--- src/rtl/reg_fifo_pkg.sv ---
// Shared defaults and width derivations for the register FIFO.
package reg_fifo_pkg;

  localparam int unsigned FIFO_WIDTH = 16;
  localparam int unsigned FIFO_DEPTH = 4;

  function automatic int unsigned ptr_width(input int unsigned depth);
    return (depth > 1) ? $clog2(depth) : 1;
  endfunction

  function automatic int unsigned cnt_width(input int unsigned depth);
    return ptr_width(depth) + 1;
  endfunction

endpackage

--- src/rtl/reg_fifo_mem.sv ---
// DEPTH x WIDTH storage: one synchronous write port, one asynchronous read port, no reset.
module reg_fifo_mem
  import reg_fifo_pkg::*;
#(
  parameter int unsigned WIDTH = FIFO_WIDTH,
  parameter int unsigned DEPTH = FIFO_DEPTH,
  localparam int unsigned PW = ptr_width(DEPTH)
) (
  input  logic             clk,
  input  logic             we,
  input  logic [PW-1:0]    waddr,
  input  logic [WIDTH-1:0] wdata,
  input  logic [PW-1:0]    raddr,
  output logic [WIDTH-1:0] rdata
);

  logic [WIDTH-1:0] mem_q [DEPTH];

  always_ff @(posedge clk) begin
    if (we) mem_q[waddr] <= wdata;
  end

  assign rdata = mem_q[raddr];

endmodule

--- src/rtl/reg_fifo.sv ---
// First-word-fall-through register FIFO with occupancy-counter flags.
// Optional occupancy port enabled by defining REG_FIFO_COUNT_EN.
module reg_fifo
  import reg_fifo_pkg::*;
#(
  parameter int unsigned WIDTH = FIFO_WIDTH,
  parameter int unsigned DEPTH = FIFO_DEPTH,
  localparam int unsigned PW = ptr_width(DEPTH),
  localparam int unsigned CW = cnt_width(DEPTH)
) (
  input  logic             CLK,
  input  logic             ASYNCRESETN,
  input  logic [WIDTH-1:0] I,
  input  logic             I_valid,
  output logic             I_ready,
  output logic [WIDTH-1:0] O,
  output logic             O_valid,
  input  logic             O_ready
`ifdef REG_FIFO_COUNT_EN
  ,
  output logic [CW-1:0]    count
`endif
);

  logic [PW-1:0]    wptr_q, wptr_d;
  logic [PW-1:0]    rptr_q, rptr_d;
  logic [CW-1:0]    cnt_q, cnt_d;
  logic             full, empty, push, pop;
  logic [WIDTH-1:0] rdata;

  assign full    = (cnt_q == CW'(DEPTH));
  assign empty   = (cnt_q == '0);
  assign I_ready = ~full;
  assign O_valid = ~empty;
  assign push    = I_valid & I_ready;
  assign pop     = O_valid & O_ready;
  // Stale storage is masked so the output reads zero whenever nothing is queued.
  assign O       = empty ? '0 : rdata;

`ifdef REG_FIFO_COUNT_EN
  assign count = cnt_q;
`endif

  always_comb begin
    wptr_d = wptr_q;
    rptr_d = rptr_q;
    cnt_d  = cnt_q;
    if (push) wptr_d = wptr_q + 1'b1;
    if (pop)  rptr_d = rptr_q + 1'b1;
    case ({push, pop})
      2'b10:   cnt_d = cnt_q + 1'b1;
      2'b01:   cnt_d = cnt_q - 1'b1;
      default: cnt_d = cnt_q;
    endcase
  end

  always_ff @(posedge CLK or negedge ASYNCRESETN) begin
    if (!ASYNCRESETN) begin
      wptr_q <= '0;
      rptr_q <= '0;
      cnt_q  <= '0;
    end else begin
      wptr_q <= wptr_d;
      rptr_q <= rptr_d;
      cnt_q  <= cnt_d;
    end
  end

  reg_fifo_mem #(
    .WIDTH (WIDTH),
    .DEPTH (DEPTH)
  ) u_mem (
    .clk   (CLK),
    .we    (push),
    .waddr (wptr_q),
    .wdata (I),
    .raddr (rptr_q),
    .rdata (rdata)
  );

endmodule

--- config.mk ---
export PLATFORM = sky130hd
export DESIGN_NAME = reg_fifo
export DESIGN_NICKNAME = d
export VERILOG_FILES = /design/src/rtl/reg_fifo_pkg.sv /design/src/rtl/reg_fifo_mem.sv /design/src/rtl/reg_fifo.sv
export SDC_FILE = /design/constraint.sdc
export NUM_CORES = 1
export LEC_CHECK = 0
export ABC_AREA = 1
export CAP_MARGIN = 25
export CORE_MARGIN = 10
export CORE_UTILIZATION = 35
export DETAILED_ROUTE_END_ITERATION = 10
export GPL_ROUTABILITY_DRIVEN = 0
export PLACE_DENSITY = 0.59
export SYNTH_ARGS = -nofsm -noshare
export SYNTH_HDL_FRONTEND = slang
export SYNTH_SLANG_ARGS = --single-unit
--- constraint.sdc ---
create_clock -name CLK -period 3.45 [get_ports CLK]
set_input_delay 0.5175 -clock CLK [delete_from_list [all_inputs] [get_ports CLK]]
set_output_delay 0.5175 -clock CLK [all_outputs]
set_load 0.01 [all_outputs]
Word level (Yosys, flattened, before mapping)
Memories as Yosys holds them, arrays and structs flattened.
Index checks and enable logic that the tools add are counted.

storage, ports and cells
  output and inout bits = 18
  register bits = 7
  memory bits (writable) = 64
  memories = 1
  word-level logic and storage cells = 21

memories
  memory       words  width  rd ports  clocked after Yosys merged registers in  wr ports  RTL line            source
  u_mem.mem_q  4      16     1         0                                        1         reg_fifo_mem.sv:17  logic [WIDTH-1:0] mem_q [DEPTH];

operators by class
  eq/ne operators = 3
  reduce and logical (&&, ||, !) cells = 2
  bitwise gates (word level) = 4
  muxes and demuxes = 4
  add/sub/neg operators = 4

operators by type and width
  cell                 count
  $mux 16              1
  $pmux 3 s2           1
  $add 2x1->2 const B  2
  $add 3x1->3 const B  1
  $eq 3x3->1 const B   1
  $logic_not 3->1      1
  $sub 3x1->3 const B  1
  $and 1x1->1          2
  $eq 2x1->1 const B   1
  $eq 2x2->1 const B   1
  $mux 1               2
  $not 1->1            2
  $reduce_bool 2->1    1

Depth between registers and ports, before layout
Gate-level depths: netlist of run 1.

  word-level depth = 5
  depth in mapped cells = 12
  mapped depth without buffers = 12

Hierarchy
From an unflattened synthesis of run 1, not the netlist that was laid out.

second synthesis, totals
  cells, all modules = 346
  area, all modules = 3294.4 µm²

modules (own cells, without submodules)
  module        seq. area each (µm²)  area an instance (µm²)  cells an instance  times used
  reg_fifo_mem  1921.8                2758.9                  259                1
  reg_fifo      175.2                 535.5                   87                 1

Least setup slack after synthesis of run 1
OpenSTA, ideal clock, no wires.

  kind = register -> register
  start = register cnt_q[1]
  end = memory u_mem.mem_q[0][0] in the netlist's numbering, enable pin
  data required time = 3.061 ns
  library setup time = 0.389 ns
  stages on the path, launching flop included = 5
  period minus slack after synthesis = 1.831 ns
  path slack = 1.619 ns
  arrival time = 1.442 ns
  path through = dfrtp_1 > inv_1 > nand3_1 > nand2_2 > nor2_1

between the ends
  cells in the longest elaborated chain, start to end = 5

ends and longest elaborated chain
  what                          RTL line            source
  start: declaration            reg_fifo.sv:27      logic [CW-1:0] cnt_q, cnt_d;
  start signal: assignment      reg_fifo.sv:65      cnt_q <= cnt_d;
  $eq 3x3->1                    reg_fifo.sv:31      assign full = (cnt_q == CW'(DEPTH));
  $not 1->1                     reg_fifo.sv:33      assign I_ready = ~full;
  net I_ready                   reg_fifo.sv:15      output logic I_ready,
  $and 1x1->1                   reg_fifo.sv:35      assign push = I_valid & I_ready;
  $mux 1                        reg_fifo_mem.sv:20  if (we) mem_q[waddr] <= wdata;
  $mux 1 (implied by the code)  reg_fifo_mem.sv:20
  end: declaration              reg_fifo_mem.sv:17

The timed path passes the listed nets, and every way through them passes these cells.

Worst setup path after layout of run 1
  start = register rptr_q[0]
  end = output O[7]

between the ends
  cells in the longest elaborated chain, start to end = 2

ends and longest elaborated chain
  what                      RTL line        source
  start: declaration        reg_fifo.sv:26  logic [PW-1:0] rptr_q, rptr_d;
  start signal: assignment  reg_fifo.sv:64  rptr_q <= rptr_d;
  $mem_v2 4x16              --
  $mux 16                   reg_fifo.sv:38  assign O = empty ? '0 : rdata;
  end: declaration          reg_fifo.sv:16  output logic [WIDTH-1:0] O,

Every way passes these cells.

==> results of run 1 <==
through the flow:
stage	cells	setup WS [ns]	power, mW	cell area [um2]
2_1_floorplan	309	1.62	2.08	3200
3_3_place_gp	449	1.00	2.61	3650
3_5_place_dp	449	0.963	2.62	3650
4_1_cts	463	0.576	3.15	3800
5_1_grt	463	0.438	3.35	3800
6_report	463	0.621	3.10	3800
cell type report:
class,count,area share
flip-flops and latches,71,0.552
multi-input cells,147,0.185
repair buffers,43,0.109
inverters,80,0.0804
well taps,108,0.0356
clock buffers,11,0.0346
clock inverters,3,0.00329
Yosys cell counts:
master | n | area [um2]
nor2_1 | 4 | 15.0
ha_1 | 5 | 62.6
nand4_1 | 1 | 6.26
nand2_1 | 77 | 289
inv_1 | 76 | 285
nand2_2 | 1 | 6.26
buf_2 | 4 | 20.0
o21ai_0 | 2 | 10.0
inv_2 | 2 | 7.51
dfrtp_1 | 7 | 175
inv_4 | 2 | 12.5
xnor2_1 | 2 | 17.5
buf_6 | 5 | 56.3
a21oi_1 | 16 | 80.1
nand3_1 | 37 | 185
fa_1 | 1 | 20.0
edfxtp_1 | 64 | 1920
nand3_2 | 1 | 10.0
buf_4 | 2 | 15.0
worst register-to-register path, stage by stage, from the launching register on:
cell,delay [ns]
dfrtp_1,0.38
inv_1,0.12
nand3_1,0.18
nand2_2,0.18
ha_1,0.18
inv_1,0.06
fa_1,0.38
nand2_1,0.10
nand3_1,0.07
nand2_1,0.06
nand2_1,0.05
kinds of logic (layout without fill, tap and decap cells):
group | count (synthesis) | count (layout) | synth area share
flops | 71 | 71 | 0.656
compound gates | 18 | 18 | 0.0282
simple gates | 121 | 121 | 0.160
fa+ha+maj | 6 | 6 | 0.0258
buf+inv | 91 | 137 | 0.124
xor+xnor | 2 | 2 | 0.00548
worst min-delay path by stage:
stage	endpoint	slack, ns	cells past startpoint	startpoint
6_report	cnt_q[2]$_DFFE_PN0P_	0.46	1	ASYNCRESETN
4_1_cts	rptr_q[1]$_DFFE_PN0P_	0.46	1	ASYNCRESETN
2_1_floorplan	cnt_q[0]$_DFFE_PN0P_	0.22	0	ASYNCRESETN
5_1_grt	rptr_q[1]$_DFFE_PN0P_	0.47	1	ASYNCRESETN
3_5_place_dp	cnt_q[1]$_DFFE_PN0P_	0.47	2	cnt_q[1]$_DFFE_PN0P_
3_3_place_gp	cnt_q[1]$_DFFE_PN0P_	0.47	2	cnt_q[1]$_DFFE_PN0P_
cell usage in the layout, fill, tap and decap left out:
| master | n |
|---|---|
| a21oi_1 | 16 |
| inv_1 | 76 |
| clkbuf_8 | 9 |
| o21ai_0 | 2 |
| clkinv_2 | 1 |
| clkdlybuf4s50_1 | 37 |
| clkinv_1 | 2 |
| inv_4 | 2 |
| nand2_2 | 1 |
| buf_4 | 6 |
| clkbuf_1 | 2 |
| ha_1 | 5 |
| nand3_2 | 1 |
| nand2_1 | 77 |
| fa_1 | 1 |
| nand3_1 | 37 |
| nor2_1 | 4 |
| inv_2 | 2 |
| xnor2_1 | 2 |
| dfrtp_1 | 7 |
| nand4_1 | 1 |
| edfxtp_1 | 64 |
power by group through the flow:
stage / registers [mW] / logic [mW] / clock network [mW]
6_report: 1.26 / 1.32 / 0.524
4_1_cts: 1.26 / 1.36 / 0.539
3_3_place_gp: 1.27 / 1.34 / 0
3_5_place_dp: 1.27 / 1.35 / 0
5_1_grt: 1.28 / 1.49 / 0.589
2_1_floorplan: 1.21 / 0.871 / 0
state kept, by name (all words and copies together) (netlist names):
name	count
u_mem.mem_q	64
cnt_q	3
wptr_q	2
rptr_q	2
metal layers:
metal	up-vias	global-route usage
li1	1056	-
met1	970	0.115
met2	34	0.162
met3	9	0.0227
met4	0	0.0684
met5	-	0
==> impl_metrics.ini, run 1 <==
[outcome]
status = finished clean

[routing]
routedWlPerCell_um = 13.4
wl_met3_um = 240
route.detailed.drc = 0
vias = 2069
routed-wl-met2_mm = 3.00
wl_met1_mm = 2.81
drt_iter0_drc = 86
drt-total-wl_mm = 6.19
routed_via_density = 4.47
ant_nets = 0
highest_layer = met4
firstDrtPassIters = 4

[pwr]
pwr_density_cell_mw_per_mm2 = 816
p_int_mw = 1.97
pwr-share-comb = 0.426
ir_drop_mv = 0.300
clkPwrFrac = 0.169
p_sw_frac = 0.364
p_seq_frac = 0.405
switching_power_mw = 1.13
leakagePower_nw = 1.67

[setup_path]
crit_buf_inv = 3
critPathMaxFanout = 33
path_depth = 6
slowest_delay_ns = 0.60
r2r_slack_ns = 1.58
critical_path_class = reg2out
reg2regPathDepth = 10
r2r-start = cnt_q[1]$_DFFE_PN0P_
critPathCaptureType = output port
critPathSlowestCell = dfrtp_1
worstSetupEndpoint = O[7]
crit_family = buffers and inverters
cp_data_required_time_ns = 2.93
r2r-end = cnt_q[2]$_DFFE_PN0P_
cp-start-kind = flip-flop
cp_data_arrival_time_ns = 2.31
cp_cell_sequence = buf_4 > inv_4 > nand2_1 > nand3_1 > a21oi_1 > clkdlybuf4s50_1
cp-startpoint = rptr_q[0]$_DFFE_PN0P_

[synthesis]
netlist_area_mm2 = 0.00320
ys_ff_latch = 71
synth_cells = 309
ys_seq_area_frac = 0.656
yosys.cell_types.count = 19
yosysWarnings = 0
postSynthAreaPerCell_um2 = 10.3
syn-num-nets = 335

[cts]
cts_resized = 0
cts-htree-levels = 3
post_cts_buffers = 0
cts_buffer_depth = 2
clk_pin_slew_worst_paths_ns = 0.07
cts_tree = built
clk_latency_ns = 0.34
hold_buffers = 0
cts_made_buffers = 9
clock_sinks = 71
cts_root_buf = clkbuf_8

[grt]
grt_pass1_vias = 1999
grt_max_degree = 34
overflow = 0
grt_antenna_before_repair = 0
grt_pass1_wl_mm = 10.0
grt_usage = 0.0997

[finish]
regArea_mm2 = 0.00210
antennaDiodeCount = 0
final_nets = 378
multiInputGateArea_um2 = 702
area_delta_synth_final_pct = 18.9
drive_above_1_share = 0.0620
fillers = 836
final_util = 0.431

[timing]
setup_viol = 0
finClkSkew_ns = 0.00737
final_max_slew_viol_count = 0
max-slew-margin-rel = 0.447
hold_viol = 0
fin_hold_ws_ns = 0.456
min_period_ns = 2.83
fin_crit_sh = 0.820
worst_pin_slew_ns = 0.829
rsz0062_at_grt = false
setup_tns_ns = 0
max_freq_mhz = 353

[job]
drv_cap = 0

[floorplan]
dieHeight_um = 116
core.rowCount = 34
start_util = 0.363
core_mm2 = 0.00881
dieWidth_um = 116
die_area_mm2 = 0.0134
pin_count = 38

[place]
port_buffers = 37
dp_hpwl_mm = 3.99

[min_path]
hold_path_class = in2async
Power figures use the tool's default switching activity.
==> inputs of run 2 (changes only) <==
- clock period: 3.45 -> 2.7 ns (I/O delays scaled with it)
==> run 2 against run 1 <==
Sequential cell count is the same; highest routed layer unchanged; via count shrank 1.4%; setup slack lost 0.33 ns; largest power group unchanged; routed wire length grew 0.84%; die area is the same; clock-buffer cell count shrank 2; critical path depth is the same; cell count grew 0.86%; sequential share of layout area shrank 1.3 points; power grew 37%; worst hold slack lost 0.13 ns; clock power grew 78%; critical path type unchanged.
==> impl_metrics.ini, run 2 (synthesized netlist as in run 1, its figures left out) <==
[outcome]
status = finished clean

[floorplan]
pin_count = 38
core.rowCount = 34
core_mm2 = 0.00881
start_util = 0.363
die_area_mm2 = 0.0134
dieWidth_um = 116
dieHeight_um = 116

[routing]
routedWlPerCell_um = 13.4
routed_via_density = 4.37
ant_nets = 0
drt_iter0_drc = 65
vias = 2039
firstDrtPassIters = 4
route.detailed.drc = 0
drt-total-wl_mm = 6.24

[setup_path]
critPathSlowestCell = clkdlybuf4s50_1
cp_cell_sequence = buf_4 > inv_4 > nand2_1 > nand3_1 > a21oi_1 > clkdlybuf4s50_1
r2r_slack_ns = 0.82
critPathMaxFanout = 33
slowest_delay_ns = 0.58
cp-start-kind = flip-flop
critPathCaptureType = output port
cp_data_required_time_ns = 2.30
critical_path_class = reg2out
cp_data_arrival_time_ns = 2.01

[timing]
fin_hold_ws_ns = 0.325
finClkSkew_ns = 0.00717
hold_viol = 0
max_freq_mhz = 415
final_max_slew_viol_count = 0
fin_crit_sh = 0.894
setup_tns_ns = 0
max-slew-margin-rel = 0.771
min_period_ns = 2.41
worst_pin_slew_ns = 0.342
rsz0062_at_grt = false
setup_viol = 0

[finish]
top_regs = u_mem.mem_q x64, cnt_q x3
largest_reg_flops = 64
layout_common_cells = nand2_1 (77), inv_1 (76), edfxtp_1 (64)
fillers = 833
largest-register = u_mem.mem_q
area_delta_synth_final_pct = 21.8
final_common_cell = nand2_1
drive_above_1_share = 0.0836
final_nets = 380
antennaDiodeCount = 0

[grt]
grt_usage = 0.101
grt_pass1_vias = 2121
grt_pass1_wl_mm = 10.4
overflow = 0
grt_max_degree = 34
grt_antenna_before_repair = 0

[cts]
clock_sinks = 71
post_cts_buffers = 0
clk_pin_slew_worst_paths_ns = 0.07
cts_resized = 0
cts_buffer_depth = 2
cts_made_buffers = 9
hold_buffers = 0
cts-htree-levels = 3
cts_root_buf = clkbuf_8
clk_latency_ns = 0.35
cts_tree = built

[min_path]
hold_path_class = in2async

[pwr]
pwr_density_cell_mw_per_mm2 = 1090
ir_drop_mv = 0.562
leakagePower_nw = 1.71

[job]
drv_cap = 0

[place]
dp_hpwl_mm = 4.00
port_buffers = 37
run 2: cell types whose count changed in the layout (fill, tap and decap cells not counted), moves of 2 or more:
| cell | change |
|---|---|
| buf_4 | +2 |
| bufinv_16 | +2 |
| clkbuf_1 | -2 |
| clkinvlp_4 | +2 |
run 2: worst max-delay path: cells and delay by family (launching register included):
family	cells	cell delay, ns
buffers and inverters	3	0.92
flip-flops	1	0.38
AO/OA/AOI/OAI	1	0.20
AND/OR/NAND/NOR	2	0.16
run 2: stage by stage:
stage	instances	cell area, um2	power [mW]	worst slack (ns)	utilization
3_5_place_dp	451	3670	3.37	0.525	0.417
6_report	467	3890	4.23	0.287	0.442
3_3_place_gp	451	3670	3.35	0.535	0.417
5_1_grt	467	3890	4.57	0.140	0.442
4_1_cts	467	3890	4.31	0.142	0.442
2_1_floorplan	309	3200	2.66	0.869	-
run 2: path summary, 6_finish.rpt:
| kind | end | depth (start not counted) | startpoint |
|---|---|---|---|
| max reg2reg | cnt_q[2]$_DFFE_PN0P_ | 10 | cnt_q[1]$_DFFE_PN0P_ |
| max | O[2] | 6 | rptr_q[0]$_DFFE_PN0P_ |
| min in group CLK | cnt_q[1]$_DFFE_PN0P_ | 2 | cnt_q[1]$_DFFE_PN0P_ |
| max in group asynchronous | rptr_q[1]$_DFFE_PN0P_ | 1 | ASYNCRESETN |
| min reg2reg | cnt_q[1]$_DFFE_PN0P_ | 2 | cnt_q[1]$_DFFE_PN0P_ |
| min | wptr_q[1]$_DFFE_PN0P_ | 1 | ASYNCRESETN |
run 2: where the power goes:
part	total, mW	internal (mW)	leakage (nW)	switching, mW
logic	1.73	0.759	0.939	0.972
registers	1.57	1.46	0.670	0.112
clock network	0.931	0.521	0.103	0.410
total	4.23	2.74	1.71	1.49
run 2: area by class of cell:
class	instances	area, um2	area share
sequential	71	2100	0.539
inverter	80	305	0.0785
clock inverter	7	96.3	0.0248
tap	108	135	0.0347
timing repair buffer	45	430	0.111
clock buffer	9	124	0.0318
multi-input combinational	147	702	0.180
run 2: per-layer routing:
metal / up-vias / track usage / part of all wire
met4: 0 / 0.0490 / 0.016
met5: - / 0 / 0
met1: 943 / 0.108 / 0.43
li1: 1058 / - / -
met3: 8 / 0.0326 / 0.046
met2: 30 / 0.178 / 0.50
